`src/rtl/approx_mask_ctrl_pkg.sv`:
```
// Shared definitions for the approximate-adder mask controller: defaults,
// FSM state type and the level-to-thermometer helper.
package approx_mask_ctrl_pkg;

  localparam int unsigned WIDTH_DEF = 16;
  localparam int unsigned LVL_W_DEF = 5;
  localparam int unsigned MAX_W     = 64;

  typedef enum logic {
    ST_IDLE = 1'b0,
    ST_RAMP = 1'b1
  } state_e;

  // Thermometer of lvl ones packed against bit width-1; callers truncate to width.
  function automatic logic [MAX_W-1:0] level_to_thermo(input int unsigned lvl,
                                                       input int unsigned width);
    logic [MAX_W-1:0] r;
    r = '0;
    for (int unsigned i = 0; i < MAX_W; i++) begin
      r[i] = (i < width) && ((i + lvl) >= width);
    end
    return r;
  endfunction

endpackage

```
`src/rtl/approx_mask_ctrl_level_to_mask.sv`:
```
// Combinational thermometer decoder: level exact slices counted from the MSB.
module approx_mask_ctrl_level_to_mask
  import approx_mask_ctrl_pkg::*;
#(
  parameter int unsigned WIDTH = WIDTH_DEF,
  parameter int unsigned LVL_W = LVL_W_DEF
) (
  input  logic [LVL_W-1:0] level,
  output logic [WIDTH-1:0] thermo_c
);

  logic [MAX_W-1:0] thermo_full;

  assign thermo_full = level_to_thermo(32'(level), WIDTH);
  assign thermo_c    = thermo_full[WIDTH-1:0];

endmodule

```
`src/rtl/approx_mask_ctrl.sv`:
```
// Accuracy-level controller: accepts a target level and ramps the exact-slice
// mask toward it one bit per cycle, with hold and a settled pulse.
module approx_mask_ctrl
  import approx_mask_ctrl_pkg::*;
#(
  parameter int unsigned WIDTH = WIDTH_DEF,
  parameter int unsigned LVL_W = LVL_W_DEF
) (
  input  logic             clk,
  input  logic             rst_n,
  input  logic             req_valid,
  output logic             req_ready,
  input  logic [LVL_W-1:0] req_level,
  input  logic             hold,
  output logic [WIDTH-1:0] mask,
  output logic [LVL_W-1:0] level_cur,
  output logic             busy,
  output logic             settled
);

  localparam logic [LVL_W-1:0] LVL_MAX = LVL_W'(WIDTH);
  localparam logic [LVL_W-1:0] LVL_ONE = LVL_W'(1);

  state_e           state_q,   state_d;
  logic [LVL_W-1:0] level_q,   level_d;
  logic [LVL_W-1:0] target_q,  target_d;
  logic             ready_q,   ready_d;
  logic             busy_q,    busy_d;
  logic             settled_q, settled_d;
  logic [WIDTH-1:0] mask_q,    mask_d;
  logic [LVL_W-1:0] req_clamped;

  assign req_clamped = (req_level > LVL_MAX) ? LVL_MAX : req_level;

  // Mask is decoded from the next level so the register always matches level_cur.
  approx_mask_ctrl_level_to_mask #(
    .WIDTH (WIDTH),
    .LVL_W (LVL_W)
  ) u_level_to_mask (
    .level    (level_d),
    .thermo_c (mask_d)
  );

  always_comb begin
    state_d   = state_q;
    level_d   = level_q;
    target_d  = target_q;
    ready_d   = ready_q;
    busy_d    = busy_q;
    settled_d = 1'b0;

    case (state_q)
      ST_IDLE: begin
        ready_d = 1'b1;
        busy_d  = 1'b0;
        if (req_valid && ready_q) begin
          target_d = req_clamped;
          if (req_clamped == level_q) begin
            settled_d = 1'b1;
          end else begin
            state_d = ST_RAMP;
            ready_d = 1'b0;
            busy_d  = 1'b1;
          end
        end
      end

      ST_RAMP: begin
        ready_d = 1'b0;
        busy_d  = 1'b1;
        if (!hold) begin
          level_d = (target_q > level_q) ? (level_q + LVL_ONE) : (level_q - LVL_ONE);
          if (level_d == target_q) begin
            state_d   = ST_IDLE;
            ready_d   = 1'b1;
            busy_d    = 1'b0;
            settled_d = 1'b1;
          end
        end
      end

      default: begin
        state_d = ST_IDLE;
        ready_d = 1'b1;
        busy_d  = 1'b0;
      end
    endcase
  end

  // Reset lands on the fully exact configuration.
  always_ff @(posedge clk or negedge rst_n) begin
    if (!rst_n) begin
      state_q   <= ST_IDLE;
      level_q   <= LVL_MAX;
      target_q  <= LVL_MAX;
      ready_q   <= 1'b1;
      busy_q    <= 1'b0;
      settled_q <= 1'b0;
      mask_q    <= '1;
    end else begin
      state_q   <= state_d;
      level_q   <= level_d;
      target_q  <= target_d;
      ready_q   <= ready_d;
      busy_q    <= busy_d;
      settled_q <= settled_d;
      mask_q    <= mask_d;
    end
  end

  assign req_ready = ready_q;
  assign mask      = mask_q;
  assign level_cur = level_q;
  assign busy      = busy_q;
  assign settled   = settled_q;

endmodule

```
`config.mk`:
```
export PLATFORM = sky130hd
export DESIGN_NAME = approx_mask_ctrl
export DESIGN_NICKNAME = d
export VERILOG_FILES = /design/src/rtl/approx_mask_ctrl_pkg.sv /design/src/rtl/approx_mask_ctrl_level_to_mask.sv /design/src/rtl/approx_mask_ctrl.sv
export SDC_FILE = /design/constraint.sdc
export NUM_CORES = 1
export LEC_CHECK = 0
export ABC_AREA = 1
export CORE_MARGIN = 2
export CORE_UTILIZATION = 43
export CTS_CLUSTER_SIZE = 16
export DETAILED_ROUTE_END_ITERATION = 10
export PLACE_DENSITY = 0.72
export RECOVER_POWER = 100
export SYNTH_ARGS = -nofsm -noshare
export SYNTH_HDL_FRONTEND = slang
export SYNTH_HIERARCHICAL = 1
export SYNTH_SLANG_ARGS = --single-unit
```
`constraint.sdc`:
```
create_clock -name clk -period 3.7 [get_ports clk]
set_input_delay 0.37 -clock clk [delete_from_list [all_inputs] [get_ports clk]]
set_output_delay 0.37 -clock clk [all_outputs]
set_load 0.01 [all_outputs]
```
==> results.yml, run 1 <==
sta:
  setup_viol: 0
  finalCritPeriodShare_pct: 89.0
  relSlewSlack_pct: 42.8
  finalHoldViolCount: 0
  finalCriticalPeriod_ps: 3290
  max_freq_ghz: 0.304
  tightest_slew_ps: 849
  rsz0062_at_grt: "false"
  tns_ps: 0
  slew_violations: 0
  skew_ps: 22.8
yosys:
  ys_warn_count: 6
  synth_nets: 191
  synthTopCellsByArea: "dfstp_2, dfrtp_1, nand2_1, ha_1, inv_1"
  synthDistinctLibCells: 22
  ys.flop_type: "dfstp_2"
  synth_top_area_cell: "dfstp_2"
  ys_seq_area_share_pct: 49.7
  ys_seq_elements: 29
  synthCells: 173
  synth-async-reset-ratio_pct: 100
  synth.most_common_cell: "nand2_1"
  synth_area_mm2: 0.00151
  netlist.area_leader.share_pct: 33.1
  synth_area_per_cell_um2: 8.72
  netlist_top_cells_count: "nand2_1, inv_1, dfstp_2, o21ai_0, nand3_1"
  synth_edf_count: 0
routing:
  drt-initial-drc-count: 30
  routed-via-count: 1261
  vias_per_cell: 4.89
  drt-wirelength-per-cell_um: 13.1
  drc: 0
  wl_mm: 3.38
  ant_nets: 0
  drtPass1Iterations: 4
placement:
  portBuffers: 32
  post-place-cells: 250
  gp_congestion: 0.889
  detailed_place_hpwl_mm: 2.57
clocking:
  numCtsBuffers: 5
  h-tree-depth: 2
  cts_tree: "done"
  clock_sinks: 29
  clkTransAtPathRegs_ps: 110
  ctsLongestPathBuffers: 2
  ctsRootBufferMaster: "clkbuf_4"
  post_cts_buffers: 0
  hold_buffers: 0
  cts_resized: 0
  insertion_delay_ps: 340
worst_setup_path:
  worstReg2RegEnd: "mask[5]"
  cp-start-kind: "flip-flop"
  critPathRequiredTime_ps: 3950
  ff2ff_setup_slack_ps: 410
  crit_arrival_ps: 3550
  rr_worst_depth: 21
  crit_fanout: 6
  critical_path_class: "reg2reg"
  rr_startpoint: "level_cur[4]"
  cp-end-kind: "flip-flop"
global_routing:
  overflow: 0
  grt_pass1_vias: 1223
  track_usage_pct: 18.8
  antenna_found_initial: 0
  grt_pass1_wl_mm: 5.71
  grt_start_max_net_pins: 16
final_layout:
  layout.cells.non_filler: 258
  syn_to_final_growth_pct: 27.8
  diodes: 0
  drive_gt1_share_pct: 18.4
  finalNetCount: 229
die:
  die_w_um: 63.2
  rows: 21
  die_h_um: 63.2
  io_pins: 33
  die-area_mm2: 0.00400
  initial_utilization_pct: 44.8
  core_area_mm2: 0.00336
hold_path:
  min_path_type: "in2async"
run:
  cap_violations: 0
status:
  outcome: "completed"
[cell usage in the layout, fill, tap and decap left out, types with 5 or more instances in the layout]
cell / n
dfrtp_1: 10
nand2_1: 47
inv_1: 20
ha_1: 8
dfstp_2: 19
xor2_1: 6
a21oi_1: 5
clkbuf_4: 5
nand3_1: 13
clkdlybuf4s50_1: 7
o21ai_0: 14
nor2_1: 11
dlygate4sd3_1: 25
[sequential cells by signal, indices dropped and copies added, names as in the netlist]
name and count:
target_q 5, level_cur 5, busy 1, mask 16
req_ready 1, settled 1
[cell families (layout without fill, tap and decap cells)]
logic type | after synthesis | count (layout) | synth area share (%)
and+or+nand+nor | 83 | 83 | 25.2
DFF | 29 | 29 | 49.7
buffers and inverters | 26 | 65 | 6.72
AOI/OAI and AO/OA | 20 | 20 | 6.89
adders and majority gates | 9 | 9 | 7.97
xor gates and xnor gates | 6 | 6 | 3.49
[how the worst max path moves through the flow]
stage                            start  endpoint  cells after the start
after floorplan           level_cur[4]  mask[13]                     19
after global placement    level_cur[4]  mask[15]                     19
after detailed placement  level_cur[4]  mask[15]                     19
after CTS                 level_cur[4]  mask[15]                     18
after global routing      level_cur[4]  mask[10]                     18
final                     level_cur[4]   mask[5]                     21
[through the flow]
stage / worst slack, ps / utilization, % / hold WS (ps) / area (µm²)
6_report: 407 / 57.3 / 497 / 1930
5_1_grt: 82.5 / 57.3 / 555 / 1930
4_1_cts: 493 / 57.7 / 451 / 1940
3_5_place_dp: 532 / 56.1 / 478 / 1890
3_3_place_gp: 668 / 56.1 / 469 / 1890
2_1_floorplan: 829 / - / 74.4 / 1510
[layout make-up]
type	instances	area, µm²
tap	46	57.6
fill	315	1440
multi-input combinational	118	647
clock buffer	5	37.5
inverter	23	86.3
sequential	29	749
clock inverter	3	17.5
timing repair buffer	34	332
[critical path, stage by stage (launching register included)]
cell and delay [ps]:
dfstp_2 570, inv_1 80, ha_1 300, nand2_1 70, nor2_1 160, nand2_1 110, nand2_1 190, inv_1 80
fa_1 380, inv_1 80, nand3_1 80, nand2_1 80, nand2_1 60, nand2_1 60, nand2_1 60, nand2_1 90
nand2_1 50, o21ai_0 330, inv_2 140, nand2_1 150, inv_2 50, o21ai_2 50
[metal layers]
metal,GRT usage [%],share of wire (%)
met1,24.5,46
met2,28.7,46
met3,5.89,5.2
met4,8.42,2.1
met5,0,0
Power of run 1 is left out: the tool's default activity adds up to more than one toggle a clock period on the data nets, which glitch-free logic cannot reach.
==> run 2: changes to the inputs <==
--- a/config.mk
+++ b/config.mk
@@ -5,7 +5,7 @@
 export SDC_FILE = /design/constraint.sdc
 export NUM_CORES = 1
 export LEC_CHECK = 0
-export ABC_AREA = 1
+export ABC_AREA = 0
 export CORE_MARGIN = 2
 export CORE_UTILIZATION = 43
 export CTS_CLUSTER_SIZE = 16
==> constraint.sdc (replaced) <==
create_clock -name clk -period 4.2 [get_ports clk]
set_input_delay 0.42 -clock clk [delete_from_list [all_inputs] [get_ports clk]]
set_output_delay 0.42 -clock clk [all_outputs]
set_load 0.01 [all_outputs]
==> run 2 against run 1 <==
  * The flow now finishes with violations (max-capacitance violations, max-slew violations)
  * First-iteration DRC count rose by 50%
  * Critical path depth fell by 6
  * Final cell count fell by 12%
  * Final area rose by 1.1%
  * Utilization rose by 0.63 points
  * Worst hold slack got worse by 1.0 ps
  * Maximum frequency fell by 14%
  * Sequential share of layout area fell by 0.42 points
  * Critical path type unchanged
  * Largest cell class unchanged
==> results.yml, run 2 <==
status:
  outcome: "finished, violations left"
  violations: "max-capacitance violations, max-slew violations"
routing:
  routed-via-count: 1165
  ant_nets: 0
  wl_mm: 3.25
  vias_per_cell: 5.11
  drc: 0
  drt-initial-drc-count: 45
  drtPass1Iterations: 4
  drt-wirelength-per-cell_um: 14.2
worst_setup_path:
  crit_fanout: 11
  cp_cell_sequence: "inv_1 > ha_1 > nand4_2 > or2_0 > nand2_1 > inv_1 > fa_1 > nor2b_1 > o21ai_1 > and3_1 > o21ai_1 > and2_4 > o21ai_2 > or4_1 > or2_1"
  cp-start-kind: "flip-flop"
  rr_startpoint: "level_cur[4]"
  cp_slowest_stage_delay_ps: 580
  worstReg2RegEnd: "mask[15]"
  cp-end-kind: "flip-flop"
  critical_path_class: "reg2reg"
  critPathRequiredTime_ps: 4450
  cp_slowest_cell: "dfstp_2"
  crit_arrival_ps: 4060
  rr_worst_depth: 15
  ff2ff_setup_slack_ps: 390
clocking:
  clkTransAtPathRegs_ps: 90
  cts_tree: "done"
  ctsRootBufferMaster: "clkbuf_4"
  clock_sinks: 29
  ctsLongestPathBuffers: 2
  post_cts_buffers: 0
  numCtsBuffers: 5
  h-tree-depth: 2
  insertion_delay_ps: 320
yosys:
  synth_top_area_cell: "dfstp_2"
  synth-async-reset-ratio_pct: 100
  ys.flop_type: "dfstp_2"
  synth.most_common_cell: "dfstp_2"
  netlist.area_leader.share_pct: 32.9
  synth_area_per_cell_um2: 10.4
  synthCells: 146
  synth_edf_count: 0
  ys_seq_elements: 29
  netlist_top_cells_count: "dfstp_2, nand2_1, o21ai_1, dfrtp_1, inv_1"
  synth_nets: 164
  synthTopCellsByArea: "dfstp_2, dfrtp_1, ha_1, nand2_1, nand2b_1"
  synth_area_mm2: 0.00152
  ys_warn_count: 6
  ys_seq_area_share_pct: 49.5
  synthDistinctLibCells: 46
placement:
  portBuffers: 32
  detailed_place_hpwl_mm: 2.34
  gp_congestion: 0.860
hold_path:
  hold_end: "target_q[0]"
  min_path_type: "reg2reg"
  worstHoldStart: "target_q[0]"
  worstHoldPathCells: 2
die:
  die_h_um: 63.4
  rows: 21
  initial_utilization_pct: 45.1
  io_pins: 33
  die-area_mm2: 0.00401
  core_area_mm2: 0.00336
  die_w_um: 63.4
pwr:
  peakVddDrop_v: 0.000421
  p_leak_nw: 0.836
  p_per_area_mw_per_mm2: 859
sta:
  max_freq_ghz: 0.262
  relSlewSlack_pct: -0.101
  finalHoldViolCount: 0
  finalCriticalPeriod_ps: 3810
  setup_viol: 0
  tns_ps: 0
  rsz0062_at_grt: "false"
  tightest_slew_ps: 1500
  slew_violations: 29
  skew_ps: 9.65
  finalCritPeriodShare_pct: 90.8
final_layout:
  finalNetCount: 199
  drive_gt1_share_pct: 17.0
  largest_reg_flops: 16
  multi_input_area_um2: 694
  n_fill_cell: 322
  most-common-layout-cells: "dlygate4sd3_1, dfstp_2, nand2_1"
  regArea_um2: 749
  syn_to_final_growth_pct: 28.6
  diodes: 0
  final_util_pct: 57.9
  mostFrequentLayoutCell: "dlygate4sd3_1"
global_routing:
  overflow: 0
  grt_pass1_wl_mm: 5.52
  grt_start_max_net_pins: 30
  track_usage_pct: 18.1
  antenna_found_initial: 0
  grt_pass1_vias: 1184
run:
  cap_violations: 1
## run 2: changes by cell type after synthesis, moves of 3 or more
cell | before | now
inv_1 | 20 | 10
inv_2 | 3 | 0
nand2_1 | 45 | 17
nand2_2 | 6 | 1
nand2b_1 | 0 | 9
nand3_1 | 13 | 2
nand4_1 | 4 | 1
o21ai_0 | 14 | 2
o21ai_1 | 0 | 11
xnor2_1 | 0 | 3
## run 2: cell type report
cell class,count,share of cell area [%]
multi-input combinational,102,35.6
inverter,10,1.93
timing repair buffer,33,16.6
sequential,29,38.5
clock buffer,7,2.83
clock inverter,1,1.54
tap,46,2.95
## run 2: logic make-up after synthesis
kind of cell | Yosys count | share of synthesized area [%]
XOR/XNOR | 8 | 4.62
AO/OA/AOI/OAI | 31 | 13.3
AND/OR/NAND/NOR | 52 | 19.0
multiplexers | 2 | 1.49
buffers and inverters | 15 | 4.21
adder cells (fa/ha/maj) | 9 | 7.93
flip-flops | 29 | 49.5
## run 2: critical path, delay by kind of cell, from the launching register on
family / cells / cell delay, ps
AOI/OAI and AO/OA: 3 / 420
adders and majority gates: 2 / 740
buffers and inverters: 2 / 150
DFF: 1 / 580
and+or+nand+nor: 8 / 1840
## run 2: worst max path at each step
stage                 start        to  slack [ps]  cells past startpoint
6_report       level_cur[4]  mask[15]         390                     15
5_1_grt        level_cur[4]   mask[7]         130                     15
4_1_cts        level_cur[4]   mask[7]         250                     15
3_5_place_dp   level_cur[4]   mask[5]         270                     15
3_3_place_gp   level_cur[4]   mask[7]         500                     15
2_1_floorplan  level_cur[4]  mask[15]         660                     16
## run 2: power by group
part | leakage, nW | switching, mW | internal [mW] | total [mW]
Sequential | 0.326 | 0.0702 | 0.449 | 0.519
Combinational | 0.464 | 0.517 | 0.399 | 0.915
Clock | 0.0455 | 0.0961 | 0.142 | 0.238
Total | 0.836 | 0.683 | 0.990 | 1.67
## run 2: layer usage
layer  up-vias  part of all wire (%)  track usage, %
li1        570                     -               -
met1       563                    47            22.7
met2        28                    46            28.3
met3         4                   5.0            6.07
met4         0                   1.4            8.15
met5         -                     0               0
## run 2: stage by stage
stage	hold slack, ps	setup slack, ps	std cells	instance area [µm²]	power (mW)
3_3_place_gp	475	504	220	1870	1.47
5_1_grt	511	127	228	1950	1.82
2_1_floorplan	124	657	146	1520	1.17
4_1_cts	450	247	228	1960	1.75
3_5_place_dp	485	274	220	1870	1.49
6_report	495	387	228	1950	1.67
## run 2: timing repair
| item | in CTS | in global routing |
|---|---|---|
| hold buffers | 0 | 0 |
| endpoints found under the setup margin | 0 | 4 |
| resized for setup | 0 | 1 |
Note: power is estimated with default switching activity, not from simulation.
==> run 3: changes to the inputs <==
--- a/config.mk
+++ b/config.mk
@@ -6,7 +6,7 @@
 export NUM_CORES = 1
 export LEC_CHECK = 0
 export ABC_AREA = 0
-export CORE_MARGIN = 2
+export CORE_MARGIN = 4
 export CORE_UTILIZATION = 43
 export CTS_CLUSTER_SIZE = 16
 export DETAILED_ROUTE_END_ITERATION = 10
==> run 3 against run 2 <==
  * The flow now finishes without violations
  * Total power fell by 0.32%
  * Setup slack got worse by 120 ps
  * Sequential power barely moved
  * Critical path depth did not move
  * Largest cell class unchanged
  * Sequential share of layout area rose by 0.099 points
  * Register-to-register slack got worse by 120 ps
  * Via count rose by 2.1%
  * First-iteration DRC count rose by 13%
  * Critical endpoint is now mask[5]
  * Combinational power rose by 1%
  * Non-clock buffer count did not move
  * Final cell count fell by 0.44%
  * Final area fell by 0.26%
==> results.yml, run 3 (synthesis results as in run 2) <==
status:
  outcome: "completed"
placement:
  post-place-cells: 220
  pre_cts_slack_ps: 360
  detailed_place_hpwl_mm: 2.48
  gp_congestion: 0.822
  portBuffers: 32
die:
  die_w_um: 67.4
  die-area_mm2: 0.00454
  initial_utilization_pct: 45.1
  io_pins: 33
  die_h_um: 67.4
  rows: 21
  core_area_mm2: 0.00336
global_routing:
  antenna_found_initial: 0
  grt_pass1_vias: 1205
  overflow: 0
  track_usage_pct: 17.3
  grt_start_max_net_pins: 24
  grt_pass1_wl_mm: 5.76
clocking:
  h-tree-depth: 2
  clock_sinks: 29
  ctsRootBufferMaster: "clkbuf_4"
  cts_tree: "done"
  numCtsBuffers: 5
  ctsLongestPathBuffers: 2
  hold_buffers: 0
  cts_resized: 0
  clkTransAtPathRegs_ps: 110
  insertion_delay_ps: 330
  post_cts_buffers: 0
routing:
  drt-initial-drc-count: 51
  ant_nets: 0
  drtPass1Iterations: 4
  routed-via-count: 1190
  wl_mm: 3.34
  drt-wirelength-per-cell_um: 14.7
  vias_per_cell: 5.24
  drc: 0
pwr:
  p_leak_nw: 0.834
  peakVddDrop_v: 0.000397
  p_per_area_mw_per_mm2: 858
sta:
  skew_ps: 16.0
  finalCriticalPeriod_ps: 3940
  relSlewSlack_pct: 31.0
  rsz0062_at_grt: "false"
  finalCritPeriodShare_pct: 93.8
  max_freq_ghz: 0.254
  slew_violations: 0
  setup_viol: 0
  finalHoldViolCount: 0
  fin_ws_ps: 262
  tns_ps: 0
  tightest_slew_ps: 1030
final_layout:
  layout.cells.non_filler: 227
  n_fill_cell: 318
  most-common-layout-cells: "dlygate4sd3_1, dfstp_2, nand2_1"
  mostFrequentLayoutCell: "dlygate4sd3_1"
  drive_gt1_share_pct: 18.2
  final_util_pct: 57.8
  diodes: 0
  finalNetCount: 199
  syn_to_final_growth_pct: 28.2
  largest_reg_flops: 16
worst_setup_path:
  crit_arrival_ps: 4180
  critical_path_class: "reg2reg"
  critPathRequiredTime_ps: 4450
  cp-end-kind: "flip-flop"
  crit_fanout: 11
  cp-start-kind: "flip-flop"
run:
  cap_violations: 0
hold_path:
  min_path_type: "reg2reg"
==> run 3: cell types whose count changed in the layout (fill, tap and decap cells not counted), sizes merged <==
cell,change
clkbuf,-2
clkinv,+1
==> run 3: final timing paths <==
path / start / slack, ps / depth (start not counted) / end
max in group asynchronous: rst_n / 2610 / 2 / mask[5]
max: level_cur[4] / 260 / 15 / mask[5]
min reg2reg: target_q[0] / 500 / 2 / target_q[0]
min in group asynchronous: rst_n / 700 / 1 / target_q[2]
max reg2reg: level_cur[4] / 260 / 15 / mask[5]
min: target_q[0] / 500 / 2 / target_q[0]
==> run 3: report_power, final <==
| part | switching [mW] | internal [mW] | total (mW) |
|---|---|---|---|
| sequential | 0.0718 | 0.450 | 0.522 |
| clock | 0.0993 | 0.121 | 0.220 |
| combinational | 0.518 | 0.408 | 0.926 |
==> run 3: cell type report <==
type	count	area, µm²	area share, %
clock buffers	5	37.5	1.93
clock inverters	2	35.0	1.80
inverters	10	37.5	1.93
multi-input cells	102	702	36.1
flip-flops and latches	29	749	38.6
well taps	46	57.6	2.96
repair buffers	33	324	16.7
==> run 3: critical path, stage by stage, from the launching register on <==
cell	delay (ps)
dfstp_2	580
inv_1	70
ha_1	330
nand4_2	110
or2_0	240
nand2_2	130
inv_1	60
fa_1	390
nor2b_1	120
o21ai_1	80
and3_1	200
or3_4	350
and2_4	180
o21ai_1	560
nor2_1	250
a21oi_1	210
==> run 3: metrics by stage <==
stage	total power, mW	area (µm²)	hold slack (ps)
CTS	1.74	1950	512
detailed placement	1.50	1870	487
global placement	1.48	1870	475
finish	1.67	1940	504
global route	1.83	1940	541
floorplan	1.17	1520	124
==> run 3: per-layer routing <==
metal,up-vias,share of wire [%],global-route usage [%]
li1,570,-,-
met1,584,44,22.6
met5,-,0,0
met4,0,1.3,5.32
met2,31,49,26.9
met3,5,5.5,5.99
